**config.mk**
```make
export PLATFORM = sky130hd
export DESIGN_NAME = dma_copy_master
export DESIGN_NICKNAME = d
export VERILOG_FILES = /design/src/rtl/dma_copy_master.sv
export SDC_FILE = /design/constraint.sdc
export NUM_CORES = 1
export LEC_CHECK = 0
export CAP_MARGIN = 30
export CORE_ASPECT_RATIO = 2
export CORE_UTILIZATION = 50
export DETAILED_ROUTE_END_ITERATION = 8
export DONT_BUFFER_PORTS = 1
export HOLD_SLACK_MARGIN = 0.03
export PLACE_DENSITY_LB_ADDON = 0.12
export SYNTH_ARGS = -nofsm -noshare
export SYNTH_HDL_FRONTEND = slang
export SYNTH_SLANG_ARGS = --single-unit
```
**constraint.sdc**
```tcl
create_clock -name sys_clk -period 3.1 [get_ports sys_clk]
set_clock_uncertainty 0.2 [all_clocks]
set_input_delay 0.93 -clock sys_clk [delete_from_list [all_inputs] [get_ports sys_clk]]
set_output_delay 0.93 -clock sys_clk [all_outputs]
set_load 0.05 [all_outputs]
```
**src/rtl/dma_copy_master.sv**
```systemverilog
// dma_copy_master: copies word_count 32-bit words from src_addr to dst_addr over a
// native valid/ready memory bus, one read then one write per word, with a one-cycle
// idle gap between consecutive bus transactions.
//
// Ports:
//   sys_clk, sys_reset        clock and synchronous active-high reset
//   start                     one-cycle request, sampled only in IDLE
//   src_addr, dst_addr        byte addresses of the first source/destination words
//   word_count                number of words to copy
//   busy                      high while a copy is on the bus (READ, GAP, WRITE)
//   done, error               one-cycle completion pulse; error marks a misaligned request
//   mem_valid, mem_instr      bus request (registered); mem_instr is tied low
//   mem_ready                 responder acknowledge
//   mem_addr, mem_wdata       word-aligned address and write data
//   mem_wstrb                 4'h0 for reads, 4'hF for writes
//   mem_rdata                 read data, valid in the mem_ready cycle
module dma_copy_master #(
    parameter int unsigned COUNT_W = 16
) (
    input  logic               sys_clk,
    input  logic               sys_reset,
    input  logic               start,
    input  logic [31:0]        src_addr,
    input  logic [31:0]        dst_addr,
    input  logic [COUNT_W-1:0] word_count,
    output logic               busy,
    output logic               done,
    output logic               error,
    output logic               mem_valid,
    output logic               mem_instr,
    input  logic               mem_ready,
    output logic [31:0]        mem_addr,
    output logic [31:0]        mem_wdata,
    output logic [3:0]         mem_wstrb,
    input  logic [31:0]        mem_rdata
);

    typedef enum logic [2:0] {
        StIdle,
        StRead,
        StGap,
        StWrite,
        StFin
    } state_e;

    localparam logic [COUNT_W-1:0] CountOne = COUNT_W'(1);

    state_e             state_q, state_d;
    logic [31:0]        src_q, src_d;
    logic [31:0]        dst_q, dst_d;
    logic [COUNT_W-1:0] rem_q, rem_d;
    logic [31:0]        data_q, data_d;
    logic               phase_q, phase_d;  // 1: the next bus access after GAP is a write
    logic               err_q, err_d;

    // Bus and status outputs are registered from the next state so that they are
    // glitch-free and line up exactly with the state they describe.
    logic               valid_q, valid_d;
    logic [31:0]        addr_q, addr_d;
    logic [31:0]        wdata_q, wdata_d;
    logic [3:0]         wstrb_q, wstrb_d;
    logic               busy_q, busy_d;
    logic               done_q, done_d;
    logic               error_q, error_d;

    always_comb begin
        state_d = state_q;
        src_d   = src_q;
        dst_d   = dst_q;
        rem_d   = rem_q;
        data_d  = data_q;
        phase_d = phase_q;
        err_d   = err_q;

        case (state_q)
            StIdle: begin
                if (start) begin
                    // Misalignment wins over a zero count.
                    if ((src_addr[1:0] != 2'b00) || (dst_addr[1:0] != 2'b00)) begin
                        err_d   = 1'b1;
                        state_d = StFin;
                    end else if (word_count == '0) begin
                        err_d   = 1'b0;
                        state_d = StFin;
                    end else begin
                        err_d   = 1'b0;
                        src_d   = src_addr;
                        dst_d   = dst_addr;
                        rem_d   = word_count;
                        phase_d = 1'b0;
                        state_d = StRead;
                    end
                end
            end
            StRead: begin
                if (mem_ready) begin
                    data_d  = mem_rdata;
                    phase_d = 1'b1;
                    state_d = StGap;
                end
            end
            StGap: begin
                state_d = phase_q ? StWrite : StRead;
            end
            StWrite: begin
                if (mem_ready) begin
                    // 32-bit adds wrap naturally modulo 2^32.
                    src_d = src_q + 32'd4;
                    dst_d = dst_q + 32'd4;
                    rem_d = rem_q - CountOne;
                    if (rem_q == CountOne) begin
                        state_d = StFin;
                    end else begin
                        phase_d = 1'b0;
                        state_d = StGap;
                    end
                end
            end
            StFin: begin
                state_d = StIdle;
            end
            default: begin
                state_d = StIdle;
            end
        endcase
    end

    always_comb begin
        valid_d = (state_d == StRead) || (state_d == StWrite);
        busy_d  = (state_d == StRead) || (state_d == StGap) || (state_d == StWrite);
        done_d  = (state_d == StFin);
        error_d = (state_d == StFin) && err_d;
        addr_d  = addr_q;
        wdata_d = wdata_q;
        wstrb_d = 4'h0;
        if (state_d == StRead) begin
            addr_d = src_d;
        end else if (state_d == StWrite) begin
            addr_d  = dst_d;
            wdata_d = data_d;
            wstrb_d = 4'hF;
        end
    end

    always_ff @(posedge sys_clk) begin
        if (sys_reset) begin
            state_q <= StIdle;
            src_q   <= '0;
            dst_q   <= '0;
            rem_q   <= '0;
            data_q  <= '0;
            phase_q <= 1'b0;
            err_q   <= 1'b0;
            valid_q <= 1'b0;
            addr_q  <= '0;
            wdata_q <= '0;
            wstrb_q <= 4'h0;
            busy_q  <= 1'b0;
            done_q  <= 1'b0;
            error_q <= 1'b0;
        end else begin
            state_q <= state_d;
            src_q   <= src_d;
            dst_q   <= dst_d;
            rem_q   <= rem_d;
            data_q  <= data_d;
            phase_q <= phase_d;
            err_q   <= err_d;
            valid_q <= valid_d;
            addr_q  <= addr_d;
            wdata_q <= wdata_d;
            wstrb_q <= wstrb_d;
            busy_q  <= busy_d;
            done_q  <= done_d;
            error_q <= error_d;
        end
    end

    assign mem_valid = valid_q;
    assign mem_instr = 1'b0;
    assign mem_addr  = addr_q;
    assign mem_wdata = wdata_q;
    assign mem_wstrb = wstrb_q;
    assign busy      = busy_q;
    assign done      = done_q;
    assign error     = error_q;

endmodule

```
* After elaboration in Yosys (flattened, before gate mapping) *
Cells that the tools add are included.
W data, S select, Z words.

word-level totals
  register bits after elaboration = 189
  output and inout port bits = 73
  bits of input ports = 116

cells by class
  bitwise logic cells = 1
  reduce and logical (&&, ||, !) cells = 16
  add/subtract/negate cells = 3
  muxes and demuxes = 38
  equality and inequality tests = 14

operator list
  cell                     number
  $mux W32                 12
  $pmux W32 S2             2
  $add A32 B3 Y32 const B  2
  $mux W16                 4
  $pmux W16 S2             1
  $mux W3                  6
  $eq A16 B1 Y1 const B    1
  $logic_not A16 Y1        1
  $sub A16 B1 Y16 const B  1
  $eq A3 B2 Y1 const B     4
  $ne A2 B2 Y1 const B     6
  $pmux W3 S4              1
  $mux W1                  9
  $reduce_bool A2 Y1       4
  $reduce_and A7 Y1        1
  $eq A3 B1 Y1 const B     2
  $reduce_and A5 Y1        1
  $logic_or A1 B1 Y1       4
  $mux W4                  1
  $eq A3 B3 Y1 const B     1
  $logic_not A3 Y1         1
  $pmux W1 S3              1
  $reduce_bool A3 Y1       1
  $mux W2                  1
  4 further kinds          4

* Longest topological paths before layout *
Gate-level depths: netlist of run 1.

  depth after elaboration = 8
  mapped depth = 9

* Least setup slack after synthesis of run 1 *
Ideal clock, no wire load.

  kind = in2reg
  from = input src_addr[0]
  to = register addr_q[6] (netlist: mem_addr[6])
  arrival = 2.615 ns
  required time = 2.778 ns
  path slack = 0.163 ns
  stages = 7
  cell sequence = nor4_2 > nand2_1 > nor2_1 > buf_2 > clkbuf_1 > o21ai_0 > a221o_1

between the ends
  longest elaborated chain between the ends = 7
  elaborated cells between the ends (all ways) = 16

RTL lines
  item                                            line  RTL
  from (decl)                                     23    input logic [31:0] src_addr,
  $reduce_bool A2 Y1 *                            79    if ((src_addr[1:0] != 2'b00) || (dst_addr[1:0] != 2'b00)) begin
  $logic_or A1 B1 Y1 *                            79
  $mux W3 or $mux W32 (tied branches)             79
  $mux W3 or $mux W32 (tied branches)             77    if (start) begin
  $pmux W3 S4 or $pmux W32 S2 (tied branches)     75    case (state_q)
  $eq A3 B1 Y1, or another cell as far along      136   if (state_d == StRead) begin
  $mux W32 or $reduce_bool A2 Y1 (tied branches)  --
  to (signal assigned)                            170   addr_q <= addr_d;
  to (decl)                                       59    logic [31:0] addr_q, addr_d;

Mark *: on every way between the ends. The rest lies on a longest branch, timed or not. The select of a mux whose other input is x is not followed.
A chain may end at the register's enable or synchronous reset.

* Worst setup path after layout of run 1 *
  from = register rem_q[7]
  to = register addr_q[26] (netlist: mem_addr[26])

between the ends
  longest elaborated chain between the ends = 6
  elaborated cells between the ends (all ways) = 8

RTL lines
  item                                            line      RTL
  from (decl)                                     51        logic [COUNT_W-1:0] rem_q, rem_d;
  from (signal assigned)                          165       rem_q <= rem_d;
  $eq A16 B1 Y1 *                                 111       if (rem_q == CountOne) begin
  $mux W3 *                                       111
  $mux W3 *                                       106       if (mem_ready) begin
  $pmux W3 S4 *                                   75
  $eq A3 B1 Y1 or $eq A3 B2 Y1 (tied branches)    136, 138
  $mux W32 or $reduce_bool A2 Y1 (tied branches)  --

Mark *: on every way between the ends. The rest lies on a longest branch, timed or not.

==> impl_table.tex, run 1 <==
\begin{tabular}{lr}
\hline
Metric & Value \\
\hline
\multicolumn{2}{l}{\textbf{Detailed routing}} \\
\quad Routed length on met1 & 9540 µm \\
\quad First-pass detailed-route iteration total & 7 \\
\quad Antenna Nets Post-Route & 0 \\
\quad Highest metal layer with signal wires & met4 \\
\quad Routed met3 length & 1800 µm \\
\quad Total via count in the routed design & 7983 \\
\quad Post-DR vias/cell & 6.32 \\
\quad Sum of routed wire length over all layers & 26700 µm \\
\quad Wire length per cell & 21.2 µm \\
\quad Met2 WL post-DR & 14000 µm \\
\quad Iter 0 DRT Violations & 347 \\
\quad Post-route DRC violation count & 0 \\
\multicolumn{2}{l}{\textbf{Power}} \\
\quad LEAKAGE & 3.49 nW \\
\quad Peak VDD IR & 0.343 mV \\
\quad Clock network fraction of total power & 0.463 \\
\quad Part of the power in registers & 0.504 \\
\quad Power Internal & 3.71 mW \\
\quad Share of total power consumed by net switching & 0.234 \\
\quad Power per cell area & 486 mW/mm² \\
\quad Switching power & 1.13 mW \\
\quad Combinational Power Share & 0.033 \\
\multicolumn{2}{l}{\textbf{Synthesis}} \\
\quad Yosys warning total & 0 \\
\quad Number of flip-flops and latches in the synthesized netlist & 186 \\
\quad Most frequent cells after synthesis & sky130\_fd\_sc\_hd\_\_dfxtp\_1 (186), sky130\_fd\_sc\_hd\_\_nor2\_1 (160), sky130\_fd\_sc\_hd\_\_nand2\_1 (91), sky130\_fd\_sc\_hd\_\_a21oi\_1 (47), sky130\_fd\_sc\_hd\_\_clkbuf\_1 (44) \\
\quad Proportion of netlist area held by the largest area contributor & 0.430 \\
\quad Top cells by area in the synthesized netlist & sky130\_fd\_sc\_hd\_\_dfxtp\_1 (43\%), sky130\_fd\_sc\_hd\_\_nor2\_1 (6.9\%), sky130\_fd\_sc\_hd\_\_mux2i\_1 (4.4\%) \\
\quad Sequential share of the synthesized area & 0.430 \\
\quad Number of synthesized flops with an enable pin & 0 \\
\quad Area of the mapped netlist & 0.00866 mm² \\
\quad Dominant cell by count in the synthesized netlist & sky130\_fd\_sc\_hd\_\_dfxtp\_1 \\
\quad Most area-hungry cell type in the Yosys netlist & sky130\_fd\_sc\_hd\_\_dfxtp\_1 \\
\quad Net Count, Synth & 1129 \\
\quad Asr flop ratio synth & 0 \\
\quad Top FF cell, synth & sky130\_fd\_sc\_hd\_\_dfxtp\_1 \\
\quad Gate count of the mapped netlist & 1009 \\
\quad Post-Synthesis Mean Instance Area & 8.58 µm² \\
\quad Count of distinct cell types in the synthesized netlist & 76 \\
\multicolumn{2}{l}{\textbf{Setup path}} \\
\quad Slowest stage cell on the critical path & sky130\_fd\_sc\_hd\_\_nor3\_2 \\
\quad Flop-to-flop setup slack & 0.14 ns \\
\quad Crit path buf inv count & 0 \\
\quad Nature of the critical path startpoint & register \\
\quad Crit-path max cell delay & 0.72 ns \\
\quad Worst setup path startpoint & rem\_q[7] \\
\quad Startpoint of the worst-slack reg-to-reg timing path & rem\_q[7] \\
\quad Kind of capture point of the worst setup path & register \\
\quad Endpoint required time on the critical path & 3.25 ns \\
\quad Path depth of the worst reg2reg path & 6 \\
\quad Critical path peak fanout & 8 \\
\quad Cell family with most CP delay & simple AND/OR/NAND/NOR gates \\
\quad Critical register-to-register path endpoint & mem\_addr[26] \\
\quad Critical path class & reg -> reg \\
\quad Cells traversed along the worst timing path & or4\_1, or3b\_4, o21a\_4, nor3\_2, o21ai\_1, o211ai\_1 \\
\quad Arr. time, crit path & 3.11 ns \\
\multicolumn{2}{l}{\textbf{Run}} \\
\quad Max-cap violation count & 0 \\
\multicolumn{2}{l}{\textbf{Placed design}} \\
\quad Port bufs & 0 \\
\quad Detailed-placement wirelength estimate & 19500 µm \\
\quad Number of placed instances, taps included & 1229 \\
\quad Worst slack after detailed placement & -0.291 ns \\
\quad Routability-driven placement congestion ratio & 0.930 \\
\multicolumn{2}{l}{\textbf{Clock tree}} \\
\quad Buffer cell driving the clock tree root & sky130\_fd\_sc\_hd\_\_clkbuf\_16 \\
\quad Register clock-pin slew on the reported worst setup and hold paths & 0.07 ns \\
\quad Largest buffer count on any clock path & 2 \\
\quad Hold buffer count at cts & 0 \\
\quad CTS tree & built \\
\quad CTS sink cnt & 186 \\
\quad Total clock buffers created by CTS & 17 \\
\quad H-tree levels & 4 \\
\quad Worst-skew pair later-pin latency & 0.43 ns \\
\multicolumn{2}{l}{\textbf{Min path}} \\
\quad Min-Delay Path Class & reg -> reg \\
\quad Worst Hold Depth & 1 \\
\quad Startpoint of the worst hold path & src\_q[1] \\
\quad Hold EP & src\_q[1] \\
\multicolumn{2}{l}{\textbf{GRT}} \\
\quad Global-route wire length before repair & 41000 µm \\
\quad Vias in the first global route & 7664 \\
\quad All-layer global routing usage & 0.305 \\
\quad Initial antenna violation count & 2 \\
\quad Pin count of the biggest net entering global routing & 138 \\
\quad Grt ovf & 0 \\
\multicolumn{2}{l}{\textbf{STA}} \\
\quad Post-route clock period utilization & 0.953 \\
\quad Max-slew headroom & 0.359 \\
\quad Min Tclk post-route & 2.96 ns \\
\quad Max Freq & 0.338 GHz \\
\quad Final hold vios & 0 \\
\quad Final setup slack of the worst path & 0.144 ns \\
\quad Final setup violation count & 0 \\
\quad Pins over their slew limit & 0 \\
\quad Setup repair after global routing missed its margin & no \\
\quad Slew at the pin with the worst max-slew slack & 0.957 ns \\
\multicolumn{2}{l}{\textbf{Finish}} \\
\quad Utilization of the core after routing & 0.590 \\
\quad Fillers & 1526 \\
\quad Share of layout cells above drive strength 1 & 0.157 \\
\quad Nets & 1161 \\
\quad Relative area change from synthesis to final layout & 14.9\% \\
\quad Final non-filler cell total & 1263 \\
\multicolumn{2}{l}{\textbf{Floorplanning}} \\
\quad Initial core utilization & 0.514 \\
\quad Std-Cell Rows & 67 \\
\quad Area enclosed by the die boundary & 0.0179 mm² \\
\quad Die X & 95.1 µm \\
\quad Placeable core region & 0.0168 mm² \\
\quad \# IOs & 189 \\
\quad Die Ht & 188 µm \\
\multicolumn{2}{l}{\textbf{Run status}} \\
\quad Run status & finished, final reports clean \\
\hline
\end{tabular}
## power by group through the flow
stage | Sequential [mW] | Combinational, mW | Clock [mW]
final | 2.44 | 0.158 | 2.24
after global routing | 2.44 | 0.173 | 2.37
after CTS | 2.44 | 0.158 | 2.28
after detailed placement | 2.49 | 0.157 | 0
after global placement | 2.49 | 0.156 | 0
after floorplan | 2.48 | 0.130 | 0
## placed cells by master (no fill, tap or decap), types with 26 or more instances in the layout
| cell | count |
|---|---|
| sky130_fd_sc_hd__nand2_1 | 91 |
| sky130_fd_sc_hd__mux2i_1 | 38 |
| sky130_fd_sc_hd__a21oi_1 | 47 |
| sky130_fd_sc_hd__buf_4 | 71 |
| sky130_fd_sc_hd__dfxtp_1 | 185 |
| sky130_fd_sc_hd__nand3_1 | 42 |
| sky130_fd_sc_hd__nand4_1 | 29 |
| sky130_fd_sc_hd__nor2_1 | 159 |
| sky130_fd_sc_hd__a211oi_2 | 30 |
| sky130_fd_sc_hd__o21ai_0 | 35 |
| sky130_fd_sc_hd__and2_1 | 26 |
## worst register-to-register path: cells and delay by family, from the launching register on
family             cells  cell delay [ns]
and+or+nand+nor        3             1.75
DFF                    1             0.35
AOI/OAI and AO/OA      3             0.57
## state kept, by name, summed over array words and instances (netlist names)
name       cells
mem_wdata     32
rem_q         16
phase_q        1
mem_wstrb      1
data_q        32
done           1
src_q         32
error          1
dst_q         32
busy           1
state_q        3
mem_valid      1
err_q          1
mem_addr      32
## logic make-up after synthesis
kind of cell / Yosys count / synth area share
AND/OR/NAND/NOR: 440 / 0.247
AO/OA/AOI/OAI: 258 / 0.228
flip-flops: 186 / 0.430
buffers and inverters: 79 / 0.0420
multiplexers: 40 / 0.0465
adder cells (fa/ha/maj): 4 / 0.00578
other: 1 / 0.000433
XOR/XNOR: 1 / 0.00101
## layout make-up
type	instances	area, µm²	share of cell area
diodes	2	5.00	0.000503
clock buffers	18	439	0.0442
clock inverters	14	159	0.0160
inverters	12	45.0	0.00453
multi-input cells	744	4600	0.463
flip-flops and latches	186	3720	0.374
well taps	207	259	0.0260
repair buffers	80	713	0.0717
## through the flow
step           TNS (ns)  hold WS, ns  power [mW]  cell area [µm²]
6_report              0        0.259        4.84             9950
5_1_grt               0        0.271        4.99             9950
4_1_cts               0        0.262        4.88             9930
3_5_place_dp      -5.86        0.245        2.65             9340
3_3_place_gp      -3.52        0.239        2.65             9340
2_1_floorplan         0        0.227        2.61             8660
## timing repair
action                                  4_1_cts  5_1_grt
gates resized for setup                       0        2
setup buffers                                 0        0
endpoints found under the setup margin        0        1
## worst max-delay path by stage
stage                    to  slack, ns  cells past startpoint
2_1_floorplan   mem_addr[6]       0.16                      7
3_3_place_gp    mem_addr[2]      -0.30                      9
3_5_place_dp    mem_addr[2]      -0.29                      9
4_1_cts         mem_addr[2]       0.11                      9
5_1_grt         mem_addr[2]    0.00008                      9
6_report       mem_addr[26]       0.14                      6
## routing by layer
layer	up-vias	track usage
met5	-	0
met2	302	0.540
met4	0	0.169
met3	77	0.0746
met1	3817	0.319
li1	3787	-
No activity file was read; power rests on OpenSTA's default activity.
==> run 2, diff against run 1 <==
--- a/config.mk
+++ b/config.mk
@@ -7,7 +7,7 @@
 export LEC_CHECK = 0
 export CAP_MARGIN = 30
 export CORE_ASPECT_RATIO = 2
-export CORE_UTILIZATION = 50
+export CORE_UTILIZATION = 55
 export DETAILED_ROUTE_END_ITERATION = 8
 export DONT_BUFFER_PORTS = 1
 export HOLD_SLACK_MARGIN = 0.03
==> impl_table.tex, run 2 (synthesis gave the netlist of run 1 again) <==
\begin{tabular}{lr}
\hline
Metric & Value \\
\hline
\multicolumn{2}{l}{\textbf{Clock tree}} \\
\quad Buffer cell driving the clock tree root & sky130\_fd\_sc\_hd\_\_clkbuf\_16 (unchanged) \\
\quad Number of cells upsized or downsized after cts & 0 (unchanged) \\
\quad CTS sink cnt & 186 (unchanged) \\
\quad Register clock-pin slew on the reported worst setup and hold paths & 0.07 ns (about the same) \\
\quad Worst-skew pair later-pin latency & 0.44 ns (was 0.43 ns) \\
\quad Hold buffer count at cts & 0 (unchanged) \\
\quad Total clock buffers created by CTS & 17 (unchanged) \\
\quad CTS tree & built (unchanged) \\
\quad Largest buffer count on any clock path & 2 (unchanged) \\
\quad H-tree levels & 4 (unchanged) \\
\quad Number of post-CTS setup repair buffers & 0 (unchanged) \\
\multicolumn{2}{l}{\textbf{Detailed routing}} \\
\quad Post-route DRC violation count & 0 (unchanged) \\
\quad First-pass detailed-route iteration total & 7 (unchanged) \\
\quad Sum of routed wire length over all layers & 26100 µm (was 26700 µm) \\
\quad Total via count in the routed design & 7901 (was 7983) \\
\quad Post-DR vias/cell & 6.39 (was 6.32) \\
\quad Wire length per cell & 21.2 µm (about the same) \\
\quad Iter 0 DRT Violations & 465 (was 347) \\
\quad Antenna Nets Post-Route & 0 (unchanged) \\
\multicolumn{2}{l}{\textbf{Setup path}} \\
\quad Critical path peak fanout & 8 (unchanged) \\
\quad Kind of capture point of the worst setup path & register (unchanged) \\
\quad Critical path class & reg -> reg (unchanged) \\
\quad Slowest stage cell on the critical path & sky130\_fd\_sc\_hd\_\_nor3\_2 (unchanged) \\
\quad Arr. time, crit path & 3.04 ns (was 3.11 ns) \\
\quad Crit path buf inv count & 0 (unchanged) \\
\quad Endpoint required time on the critical path & 3.26 ns (was 3.25 ns) \\
\quad Cells traversed along the worst timing path & or4\_1, or3b\_4, o21a\_4, nor3\_2, o21ai\_1, o211ai\_1 (unchanged) \\
\quad Crit-path max cell delay & 0.66 ns (was 0.72 ns) \\
\quad Nature of the critical path startpoint & register (unchanged) \\
\quad Cell family with most CP delay & simple AND/OR/NAND/NOR gates (unchanged) \\
\multicolumn{2}{l}{\textbf{Floorplanning}} \\
\quad \# IOs & 189 (unchanged) \\
\quad Die Ht & 179 µm (was 188 µm) \\
\quad Std-Cell Rows & 64 (was 67) \\
\quad Initial core utilization & 0.563 (was 0.514) \\
\quad Area enclosed by the die boundary & 0.0163 mm² (was 0.0179 mm²) \\
\quad Placeable core region & 0.0154 mm² (was 0.0168 mm²) \\
\quad Die X & 90.7 µm (was 95.1 µm) \\
\multicolumn{2}{l}{\textbf{STA}} \\
\quad Final TNS setup & 0 ns (unchanged) \\
\quad Post-Route Hold Slack & 0.258 ns (was 0.259 ns) \\
\quad Final setup violation count & 0 (unchanged) \\
\quad Setup repair after global routing missed its margin & no (unchanged) \\
\quad Pins over their slew limit & 0 (unchanged) \\
\quad Max Freq & 0.347 GHz (was 0.338 GHz) \\
\quad Final hold vios & 0 (unchanged) \\
\quad Post-route clock period utilization & 0.928 (was 0.953) \\
\quad Max-slew headroom & 0.425 (was 0.359) \\
\quad Slew at the pin with the worst max-slew slack & 0.859 ns (was 0.957 ns) \\
\quad Min Tclk post-route & 2.88 ns (was 2.96 ns) \\
\multicolumn{2}{l}{\textbf{Placed design}} \\
\quad Number of placed instances, taps included & 1203 (was 1229) \\
\quad Port bufs & 0 (unchanged) \\
\quad Routability-driven placement congestion ratio & 0.909 (was 0.930) \\
\quad Detailed-placement wirelength estimate & 19000 µm (was 19500 µm) \\
\multicolumn{2}{l}{\textbf{Finish}} \\
\quad Relative area change from synthesis to final layout & 13.1\% (was 14.9\%) \\
\quad Nets & 1144 (was 1161) \\
\quad Share of layout cells above drive strength 1 & 0.143 (was 0.157) \\
\quad Most common cell after layout, fill and taps aside & sky130\_fd\_sc\_hd\_\_dfxtp\_1 (unchanged) \\
\quad Commonest cells after routing, fill and taps aside & sky130\_fd\_sc\_hd\_\_dfxtp\_1 (185), sky130\_fd\_sc\_hd\_\_nor2\_1 (159), sky130\_fd\_sc\_hd\_\_nand2\_1 (91), sky130\_fd\_sc\_hd\_\_buf\_4 (54), sky130\_fd\_sc\_hd\_\_a21oi\_1 (47) (was sky130\_fd\_sc\_hd\_\_dfxtp\_1 (185), sky130\_fd\_sc\_hd\_\_nor2\_1 (159), sky130\_fd\_sc\_hd\_\_nand2\_1 (91), sky130\_fd\_sc\_hd\_\_buf\_4 (71), sky130\_fd\_sc\_hd\_\_a21oi\_1 (47)) \\
\quad Fillers & 1412 (was 1526) \\
\quad Final non-filler cell total & 1236 (was 1263) \\
\multicolumn{2}{l}{\textbf{Power}} \\
\quad Peak VDD IR & 0.411 mV (was 0.343 mV) \\
\quad Power per cell area & 490 mW/mm² (was 486 mW/mm²) \\
\quad LEAKAGE & 3.40 nW (was 3.49 nW) \\
\multicolumn{2}{l}{\textbf{GRT}} \\
\quad Vias in the first global route & 7824 (was 7664) \\
\quad All-layer global routing usage & 0.322 (was 0.305) \\
\quad Grt ovf & 0 (unchanged) \\
\quad Global-route wire length before repair & 40900 µm (was 41000 µm) \\
\quad Pin count of the biggest net entering global routing & 138 (unchanged) \\
\quad Initial antenna violation count & 0 (was 2) \\
\multicolumn{2}{l}{\textbf{Min path}} \\
\quad Min-Delay Path Class & reg -> reg (unchanged) \\
\multicolumn{2}{l}{\textbf{Run status}} \\
\quad Run status & finished, final reports clean (unchanged) \\
\multicolumn{2}{l}{\textbf{Run}} \\
\quad Max-cap violation count & 0 (unchanged) \\
\hline
\end{tabular}
run 2: changes by cell type in the layout (fill, tap and decap cells not counted), moves of 2 or more:
| cell | before | now |
|---|---|---|
| sky130_fd_sc_hd__clkinv_2 | 2 | 0 |
| sky130_fd_sc_hd__inv_8 | 1 | 6 |
| sky130_fd_sc_hd__buf_4 | 71 | 54 |
| sky130_fd_sc_hd__clkinv_4 | 1 | 4 |
| sky130_fd_sc_hd__inv_6 | 7 | 1 |
run 2: worst register-to-register path: cells and delay by family, from the launching register on:
kind / cells / cell delay [ns]
and+or+nand+nor: 3 / 1.68
AOI/OAI and AO/OA: 3 / 0.57
DFF: 1 / 0.35
run 2: per-layer routing:
layer  GRT usage  routed length (µm)
met1       0.331                9260
met2       0.575               13400
met3      0.0728                1890
met4       0.209                1570
met5           0                   0
run 2: final timing paths:
kind | from | endpoint | slack [ns] | depth (start not counted)
worst min register to register | dst_q[1] | dst_q[1] | 0.26 | 1
worst min-delay path | dst_q[1] | dst_q[1] | 0.26 | 1
worst max register to register | rem_q[7] | mem_addr[26] | 0.22 | 6
worst max-delay path | rem_q[7] | mem_addr[26] | 0.22 | 6
run 2: metrics by stage:
step / area, µm² / power, mW / setup WS, ns / util
floorplan: 8660 / 2.61 / 0.163 / -
global placement: 9200 / 2.64 / -0.103 / 0.598
detailed placement: 9200 / 2.64 / -0.0839 / 0.598
CTS: 9790 / 4.84 / 0.221 / 0.637
global route: 9790 / 4.95 / 0.0661 / 0.637
finish: 9800 / 4.80 / 0.222 / 0.637
run 2: layout make-up:
type / count / area (µm²) / area share
timing repair buffer: 63 / 586 / 0.0598
sequential: 186 / 3720 / 0.380
clock buffer: 18 / 439 / 0.0448
antenna: 1 / 2.50 / 0.000255
clock inverter: 14 / 156 / 0.0160
multi-input combinational: 744 / 4590 / 0.469
inverter: 12 / 45.0 / 0.00460
tap: 198 / 248 / 0.0253
run 2: report_power, final:
part	switching, mW	internal [mW]	total (mW)
logic	0.0899	0.0637	0.154
registers	0.0303	2.41	2.44
clock network	1.04	1.17	2.21
==> patch, RTL diff (settings of run 2) <==
`addr_q` no longer has a reset.
--- a/src/rtl/dma_copy_master.sv
+++ b/src/rtl/dma_copy_master.sv
@@ -152,7 +152,6 @@
             phase_q <= 1'b0;
             err_q   <= 1'b0;
             valid_q <= 1'b0;
-            addr_q  <= '0;
             wdata_q <= '0;
             wstrb_q <= 4'h0;
             busy_q  <= 1'b0;
@@ -167,13 +166,16 @@
             phase_q <= phase_d;
             err_q   <= err_d;
             valid_q <= valid_d;
-            addr_q  <= addr_d;
             wdata_q <= wdata_d;
             wstrb_q <= wstrb_d;
             busy_q  <= busy_d;
             done_q  <= done_d;
             error_q <= error_d;
         end
+    end
+
+    always_ff @(posedge sys_clk) begin
+        addr_q <= addr_d;
     end
 
     assign mem_valid = valid_q;
Formal check against the unedited RTL: not equivalent (Yosys sat finds a counterexample within 4 cycles, from zero or initial values and one cycle with sys_reset high).
==> patch against run 2 <==
- core utilization increased by 0.85 points
- global-route usage decreased by 1.9 points
- cell area decreased by 1.3%
- power increased by 2.9%
- setup slack got worse by 47 ps
- routed wire length decreased by 6.6%
- count of clock-buffer cells in the layout increased by 3
- sequential cell count unchanged
- synthesized area decreased by 1.9%
- sequential power increased by 3%
- critical path type unchanged
- largest cell class unchanged
- highest routed layer unchanged
==> patch: results (changes against run 2) <==
* Setup WS pre-CTS at -158 ps (-74.2 ps)
* Hold_sp: dst_q[0]
* Critical Path AT at 2960 ps (-80 ps)
* Synth Instances at 948 (-6.0%)
* R2R cell count at 8 (+2)
* Routability cong. at 0.893 (-1.7%)
* Post-DP HPWL at 17,900 um (-5.5%)
* Hold Path Sink: dst_q[0]
* Layout cells sized above 1 at 11.4% (-2.9 points)
* Worst-Margin Slew at 697 ps (-162 ps)
* Antenna Diode Count at 0 (-1)
* DR vias/cell at 6.35 (-0.59%)
* Post-synth cell types at 63 (-17%)
* Total GRT Usage at 30.3% (-1.9 points)
* Share of synthesized cell area in full adder, half adder and majority cells at 0.589% (+0.011 points)
* Largest net degree at the start of global routing at 155 (+12%)
* M1 GR Usage at 30.2% (-2.9 points)
* Slowest-stage cell, CP: or4_4
* Drt wl/cell at 20.9 um (-1.0%)
* Leakage power at 3.38 nW (-0.73%)
* Post-synth EDFFs at 32 (+32)
* Compound-gate portion of the synthesized area at 17.4% (-5.4 points)
* Crit-path max FO at 12 (+4)
* Reg2reg start: rem_q[10]
* Sequential-to-total area share from yosys stat at 47.6% (+4.6 points)
* # placed instances at 1,135 (-5.7%)
* Synth cell count leaders: 165 x nor2_1, 154 x dfxtp_1, 69 x nand2_1, 58 x a211oi_1, 58 x mux2i_1
* Area contributors post-synth: dfxtp_1 36%, edfxtp_1 11%, nor2_1 7.3%
* CP Launch Point: rem_q[10]
* Post-CTS Setup Inserts at 0 (unchanged)
* DRT met1 WL at 8600 um (-7.2%)
* Initial antenna violation count at 0 (unchanged)
* WL met3 at 1530 um (-19%)
* Post-synthesis xor/xnor area fraction at 0.206% (+0.11 points)
* Routed via count at 7,416 (-6.1%)
* DRT iter0 DRCs at 486 (+4.5%)
* Fin Hold WS at 273 ps (+15.0 ps)
* Met3 usage at 6.38% (-0.89 points)
* CP max stage delay at 600 ps (-60 ps)
* Peak VDD IR at 448 uV (+9.1%)
* Routed length on met2 at 12,900 um (-4.2%)
* Fin crit share at 94.4% (+1.5 points)
* CP endpoint: mem_addr[11]
* First-pass GRT wire length at 37,800 um (-7.7%)
* Seq group at 0.00252 W (+3%)
* Drt first pass iters at 6 (-1)
* Reg power frac at 51.0% (+0.3 points)
* Status: complete, no violations
==> patch: cell count changes in the layout (fill, tap and decap cells not counted), moves of 14 or more <==
cell / delta
a211oi_1: +44
a211oi_2: -30
a221o_1: -16
and2_1: -23
dfxtp_1: -32
edfxtp_1: +32
mux2i_1: +20
nand2_1: -22
o211ai_1: -14
==> patch: final cells by class <==
| cell class | instances | area [sq um] |
|---|---|---|
| Clock buffer | 21 | 504 |
| Clock inverter | 11 | 118 |
| Fill cell | 1294 | 5310 |
| Inverter | 11 | 41.3 |
| Multi-Input combinational cell | 688 | 4200 |
| Sequential cell | 186 | 4050 |
| Tap cell | 195 | 244 |
| Timing Repair Buffer | 55 | 513 |
==> patch: cell families after synthesis <==
family | count (synthesis)
and+or+nand+nor | 409
xor gates and xnor gates | 2
muxes | 62
buffers and inverters | 74
DFF | 186
AOI/OAI and AO/OA | 210
adders and majority gates | 4
other | 1
